File: src/rtl/display_pkg.sv
// Shared definitions for the four-digit scoreboard/timer display scan logic.
// Digit slot encodings (the value driven onto {clky, clkz}), the blank code
// sent to the segment decoder, the digit count, and the per-slot blanking rule.
package display_pkg;

    typedef enum logic [1:0] {
        SEL_PD = 2'b00,   // placar dezena (score tens)
        SEL_PU = 2'b01,   // placar unidade (score units)
        SEL_TD = 2'b10,   // tempo dezena (time tens)
        SEL_TU = 2'b11    // tempo unidade (time units)
    } slot_t;

    localparam logic [3:0] BCD_BLANK  = 4'hF;
    localparam int         NUM_DIGITS = 4;

    // A slot is dark when its value is not a decimal digit, or when it is a
    // leading zero (tens position of score or time) and suppression is on.
    function automatic logic digit_blank(input slot_t      slot,
                                         input logic [3:0] val,
                                         input logic       blank_lz);
        return (val > 4'd9) ||
               (blank_lz && (val == 4'd0) && ((slot == SEL_PD) || (slot == SEL_TD)));
    endfunction

endpackage

File: src/rtl/scan_prescaler.sv
// Free-running divider producing a one-cycle tick every DIV enabled clocks.
// Ports:
//   clk  - system clock
//   rst  - synchronous active-high reset, clears the count
//   en   - count enable; the count holds while low
//   tick - high during the cycle the count sits at DIV-1 (with en high)
module scan_prescaler #(
    parameter int DIV = 50000
) (
    input  logic clk,
    input  logic rst,
    input  logic en,
    output logic tick
);

    localparam int             CW   = (DIV < 2) ? 1 : $clog2(DIV);
    localparam logic [CW-1:0]  LAST = CW'(DIV - 1);

    logic [CW-1:0] count;

    assign tick = en && (count == LAST);

    always_ff @(posedge clk) begin
        if (rst) begin
            count <= '0;
        end else if (en) begin
            count <= tick ? '0 : count + CW'(1);
        end
    end

endmodule

File: src/rtl/display_scan_ctrl.sv
// Time-multiplexed scan controller for the four-digit scoreboard/timer display.
// Cycles the digit select, presents the selected digit's BCD value, and drives
// the active-low digit enable x with anti-ghosting guard time, leading-zero
// blanking and a per-frame snapshot of the digit inputs.
// Ports:
//   clk, rst      - clock and synchronous active-high reset
//   en            - scan enable; low freezes the scan and darkens the display
//   blank_lz      - suppress leading zero on pd and td (sampled every cycle)
//   bcd_pd..tu    - live digit values
//   clky, clkz    - registered digit select {MSB, LSB} to the demux
//   x             - registered digit enable, 0 lights the selected digit
//   digit_bcd     - registered BCD of the selected digit, 4'hF when dark
//   frame_start   - one-cycle pulse on entry to the pd slot
module display_scan_ctrl
    import display_pkg::*;
#(
    parameter int DIV   = 50000,
    parameter int GUARD = 500
) (
    input  logic       clk,
    input  logic       rst,
    input  logic       en,
    input  logic       blank_lz,
    input  logic [3:0] bcd_pd,
    input  logic [3:0] bcd_pu,
    input  logic [3:0] bcd_td,
    input  logic [3:0] bcd_tu,
    output logic       clky,
    output logic       clkz,
    output logic       x,
    output logic [3:0] digit_bcd,
    output logic       frame_start
);

    localparam int            GW       = (GUARD < 1) ? 1 : $clog2(GUARD + 1);
    localparam logic [GW-1:0] GUARD_LD = GW'(GUARD);

    logic tick;

    scan_prescaler #(.DIV(DIV)) u_pre (
        .clk  (clk),
        .rst  (rst),
        .en   (en),
        .tick (tick)
    );

    slot_t                         sel,   sel_nxt;
    logic [NUM_DIGITS-1:0][3:0]    snap,  snap_nxt;
    logic [NUM_DIGITS-1:0][3:0]    frame_in;
    logic [GW-1:0]                 guard, guard_nxt;
    logic                          x_nxt, fs_nxt, blank_nxt;
    logic [3:0]                    dig_nxt, val_nxt;

    // Index 0 is pd so the array lines up with the slot encoding.
    assign frame_in = {bcd_tu, bcd_td, bcd_pu, bcd_pd};

    always_comb begin
        sel_nxt   = sel;
        snap_nxt  = snap;
        guard_nxt = guard;
        fs_nxt    = 1'b0;
        x_nxt     = 1'b1;
        dig_nxt   = digit_bcd;
        val_nxt   = snap[sel];
        blank_nxt = 1'b0;

        if (!en) begin
            // Frozen: everything holds, the display goes dark.
            x_nxt = 1'b1;
        end else if (tick) begin
            sel_nxt = slot_t'(sel + 2'd1);
            // Entering pd latches a fresh frame; pd shows the value captured
            // on this same edge, so read through snap_nxt.
            if (sel_nxt == SEL_PD) begin
                snap_nxt = frame_in;
                fs_nxt   = 1'b1;
            end
            val_nxt   = snap_nxt[sel_nxt];
            blank_nxt = digit_blank(sel_nxt, val_nxt, blank_lz);
            guard_nxt = GUARD_LD;
            dig_nxt   = blank_nxt ? BCD_BLANK : val_nxt;
            x_nxt     = (GUARD != 0) || blank_nxt;
        end else begin
            guard_nxt = (guard != '0) ? guard - GW'(1) : '0;
            blank_nxt = digit_blank(sel, val_nxt, blank_lz);
            dig_nxt   = blank_nxt ? BCD_BLANK : val_nxt;
            x_nxt     = (guard_nxt != '0) || blank_nxt;
        end
    end

    always_ff @(posedge clk) begin
        if (rst) begin
            sel         <= SEL_PD;
            snap        <= '0;
            guard       <= GUARD_LD;
            x           <= 1'b1;
            digit_bcd   <= '0;
            frame_start <= 1'b0;
        end else begin
            sel         <= sel_nxt;
            snap        <= snap_nxt;
            guard       <= guard_nxt;
            x           <= x_nxt;
            digit_bcd   <= dig_nxt;
            frame_start <= fs_nxt;
        end
    end

    assign {clky, clkz} = sel;

endmodule
File: config.mk
export PLATFORM = sky130hd
export DESIGN_NAME = display_scan_ctrl
export DESIGN_NICKNAME = d
export VERILOG_FILES = /design/src/rtl/display_pkg.sv /design/src/rtl/scan_prescaler.sv /design/src/rtl/display_scan_ctrl.sv
export SDC_FILE = /design/constraint.sdc
export NUM_CORES = 1
export LEC_CHECK = 0
export ABC_CLOCK_PERIOD_IN_PS = 5050
export BUFFER_PORTS_ARGS = -buffer_cell sky130_fd_sc_hd__buf_2
export CAP_MARGIN = 20
export CORE_UTILIZATION = 51
export CTS_CLUSTER_DIAMETER = 30
export DETAILED_ROUTE_END_ITERATION = 8
export GPL_ROUTABILITY_DRIVEN = 0
export PLACE_DENSITY_LB_ADDON = 0.3
export RECOVER_POWER = 50
export SYNTH_ARGS = -nofsm -noshare
export SYNTH_HDL_FRONTEND = slang
export SYNTH_SLANG_ARGS = --single-unit
File: constraint.sdc
create_clock -name clk -period 5.05 [get_ports clk]
set_input_delay 1.01 -clock clk [delete_from_list [all_inputs] [get_ports clk]]
set_output_delay 1.01 -clock clk [all_outputs]
set_load 0.01 [all_outputs]
==> qor_table.md <==
| Stage | Result | This run |
|:---|:---|:---|
| finish | Final std cells w/o fill | 388 |
| clocking | CTS buffer count | 5 |
| clocking | Clock H-tree levels | 2 |
| clocking | Root Buffer | sky130_fd_sc_hd__clkbuf_8 |
| synth | Yosys reg bits | 49 |
| clocking | Clock sink total | 49 |
| status | Status | finished clean |
| clocking | Post-CTS Hold Buffers | 0 |
| setup path | Startpoint kind of the worst setup timing path | input port |
| synth | Leading register cell type out of synthesis | sky130_fd_sc_hd__dfxtp_1 |
| timing | Final hold slack | 0.483 ns |
| routing | Wirelength per Cell | 14.0 µm |
| routing | Antenna-violating nets left | 0 |
| synth | Post-synthesis area per instance | 9.09 µm² |
| synth | YS warnings | 0 |
| finish | Filler instances | 486 |
| timing | Share of the clock period used by the worst path | 66.9% |
| placed design | Detailed placement HPWL | 3.87 mm |
| timing | Worst slew pin tran | 1.08 ns |
| synth | Number of distinct library cell variants in the gate-level netlist after synthesis | 43 |
| timing | Peak Freq | 0.296 GHz |
| power | Leakage power total | 0.00104 µW |
| setup path | Worst endpoint required time | 5.27 ns |
| power | Power density over cell area | 234 nW/µm² |
| floorplan | Die span in y | 74.7 µm |
| timing | Final Critical Period | 3.38 ns |
| finish | Commonest non-fill, non-tap cell in the layout | sky130_fd_sc_hd__dfxtp_1 |
| worst hold path | Cells on Worst Hold Path | 2 |
| setup path | Startpoint-to-endpoint class of the critical path | input port to flop |
| routing | Initial DRT Pass Iterations | 4 |
| floorplan | Area of the core | 5110 µm² |
| routing | Number of DRC markers in iteration 0 | 96 |
| finish | Post-synthesis to final-layout area growth | 8.34% |
| timing | Number of pins with negative max-slew slack in the final report | 0 |
| global route | First-pass GRT wire length | 9.18 mm |
| timing | Final Skew | 0.00615 ns |
| worst hold path | Worst hold-check path type | flop to flop |
| setup path | Arrival time at the worst endpoint | 3.60 ns |
| floorplan | Starting density of the core | 52.8% |
| routing | Detailed-route wire length | 5.42 mm |
| global route | All-Layer GR Usage | 21.5% |
| placed design | Quantity of I/O buffers inserted on ports | 27 |
| clocking | Quantity of gates resized following cts | 0 |
| global route | GR Overflow Total | 0 |
| floorplan | Area of the die | 5590 µm² |
| routing | Avg Vias per Cell | 5.57 |
| setup path | Critical path endpoint category | flop |
| power | PnR Total Power | 683 µW |
| finish | Footprint of the multi-input gates | 1610 µm² |
| clocking | CTS Buffer Depth | 2 |
| routing | Total DRC errors in the routed layout | 0 |
| finish | Share of final-layout standard cells stronger than drive strength 1 | 11.9% |
| timing | Unrepaired setup endpoints after global routing | no |
| synth | Async set-or-reset flop fraction in the synthesized netlist | 0% |
| finish | Area used by sequential logic in the layout | 981 µm² |
| synth | Netlist area before placement | 2700 µm² |
| run | Max capacitance violation total | 0 |
| floorplan | Number of placement rows | 26 |
| synth | Number of flops mapped to enable cells by yosys | 0 |
| synth | Synthesized Nets | 324 |
| placed design | Post-placement cell area | 2860 µm² |
| timing | Setup Viol. Count Final | 0 |
| floorplan | IO Pins | 28 |
| finish | Number of antenna cells inserted | 0 |
| synth | Cell count after synthesis | 297 |
| clocking | Register clock-pin slew on the reported worst setup and hold paths | 0.09 ns |
| timing | Max-Slew Margin vs Limit | 28.0% |
| timing | Endpoints failing hold | 0 |
| setup path | Depth of the worst register-to-register path | 9 |
| setup path | Top fanout value on the critical path | 23 |
| global route | Number of antenna violations at the first check in global routing | 0 |
| clocking | CTS tree | built |
| synth | Sequential-to-total area share from yosys stat | 36.3% |
| placed design | Count of placed standard cells including taps | 381 |
| floorplan | Die span in x | 74.7 µm |
| global route | Number of global-route vias before repair | 2012 |
| routing | Total number of vias | 2161 |
| finish | Commonest cells after routing, fill and taps aside | 49 x sky130_fd_sc_hd__dfxtp_1, 44 x sky130_fd_sc_hd__nor2_1, 27 x sky130_fd_sc_hd__nand2_1 |
| power | Peak ir drop on the vdd network | 0.132 mV |
| clocking | Clock latency of the later-clocked register in the worst-skew pair | 0.30 ns |
| finish | Fin area | 2920 µm² |
| timing | Final TNS setup | 0 ns |
| global route | Maximum number of pins on one net before global-route repair | 29 |
| clocking | Number of buffers added for setup after CTS | 0 |
| finish | Count of nets after finishing | 345 |
[cells by family after synthesis]
group | share of synthesized area, %
AND/OR/NAND/NOR | 22.4
AO/OA/AOI/OAI | 11.0
adder cells (fa/ha/maj) | 3.25
flip-flops | 36.3
multiplexers | 17.7
buffers and inverters | 3.80
XOR/XNOR | 5.52
[worst max-delay path, cell delays in order]
cell and delay (ns):
sky130_fd_sc_hd__clkbuf_1 0.55, sky130_fd_sc_hd__inv_1 0.27, sky130_fd_sc_hd__nor3_1 0.24, sky130_fd_sc_hd__clkbuf_1 0.77, sky130_fd_sc_hd__or2_1 0.57, sky130_fd_sc_hd__a21oi_1 0.09, sky130_fd_sc_hd__o31ai_1 0.09
[synthesized netlist by cell type, types with 2 or more instances]
library cell / number / area share, %
sky130_fd_sc_hd__mux4_2: 10 / 8.3
sky130_fd_sc_hd__or2_1: 2 / 0.46
sky130_fd_sc_hd__o21ai_0: 12 / 2.2
sky130_fd_sc_hd__nor4b_1: 3 / 0.97
sky130_fd_sc_hd__o21ai_1: 3 / 0.56
sky130_fd_sc_hd__nand4_1: 4 / 0.93
sky130_fd_sc_hd__inv_1: 7 / 0.97
sky130_fd_sc_hd__a21oi_1: 7 / 1.3
sky130_fd_sc_hd__nor3_1: 5 / 0.93
sky130_fd_sc_hd__dfxtp_1: 49 / 36
sky130_fd_sc_hd__or3_1: 3 / 0.70
sky130_fd_sc_hd__buf_1: 3 / 0.42
sky130_fd_sc_hd__ha_1: 7 / 3.2
sky130_fd_sc_hd__nor4bb_1: 2 / 0.74
sky130_fd_sc_hd__nor2b_1: 5 / 1.2
sky130_fd_sc_hd__mux2i_1: 23 / 8.5
sky130_fd_sc_hd__o211ai_1: 6 / 1.7
sky130_fd_sc_hd__xor2_1: 10 / 3.2
sky130_fd_sc_hd__clkbuf_1: 6 / 0.83
sky130_fd_sc_hd__and3_1: 6 / 1.4
sky130_fd_sc_hd__nor3b_1: 2 / 0.56
sky130_fd_sc_hd__xnor2_1: 7 / 2.3
sky130_fd_sc_hd__buf_6: 2 / 0.83
sky130_fd_sc_hd__nor2_1: 44 / 6.1
sky130_fd_sc_hd__buf_2: 4 / 0.74
sky130_fd_sc_hd__nand3_1: 10 / 1.9
sky130_fd_sc_hd__a211oi_1: 8 / 2.2
sky130_fd_sc_hd__o31ai_1: 5 / 1.4
sky130_fd_sc_hd__nor3_2: 2 / 0.74
sky130_fd_sc_hd__nand2_1: 27 / 3.8
[routing by layer]
layer	vias to the layer above	track usage (%)	part of all wire, %
li1	1103	-	-
met5	-	0	0
met4	0	6.50	1.3
met2	33	35.4	48
met1	1015	28.3	48
met3	10	4.55	2.9
[stage by stage]
stage | utilization (%) | setup WS, ns
2_1_floorplan | - | 2.56
3_3_place_gp | 56.0 | 2.32
3_5_place_dp | 56.0 | 2.24
4_1_cts | 57.7 | 2.22
5_1_grt | 57.3 | 1.40
6_report | 57.3 | 1.67
[sequential cells by signal (all words and copies together) (netlist names)]
name and flops:
frame_start 1, guard 9, x 1, u_pre.count 16, digit_bcd 4, sel 2, snap 16
[path summary, 6_finish.rpt]
check                from      endpoint  slack, ns
max                    en      guard[2]       1.67
min          digit_bcd[2]  digit_bcd[2]       0.48
max reg2reg        sel[0]  digit_bcd[1]       1.84
min reg2reg  digit_bcd[2]  digit_bcd[2]       0.48
[area by class of cell]
| type | count | area share, % |
|---|---|---|
| tap | 70 | 3.00 |
| inverter | 7 | 0.899 |
| clock buffer | 7 | 2.95 |
| sequential | 49 | 33.5 |
| timing repair buffer | 29 | 4.54 |
| multi-input combinational | 226 | 55.1 |
[power breakdown]
part	internal, µW	leakage (µW)	switching (µW)
sequential	393	0.000397	7.78
combinational	19.5	0.000594	26.1
clock	109	0.0000443	128
Note: power is estimated with default switching activity, not from simulation.
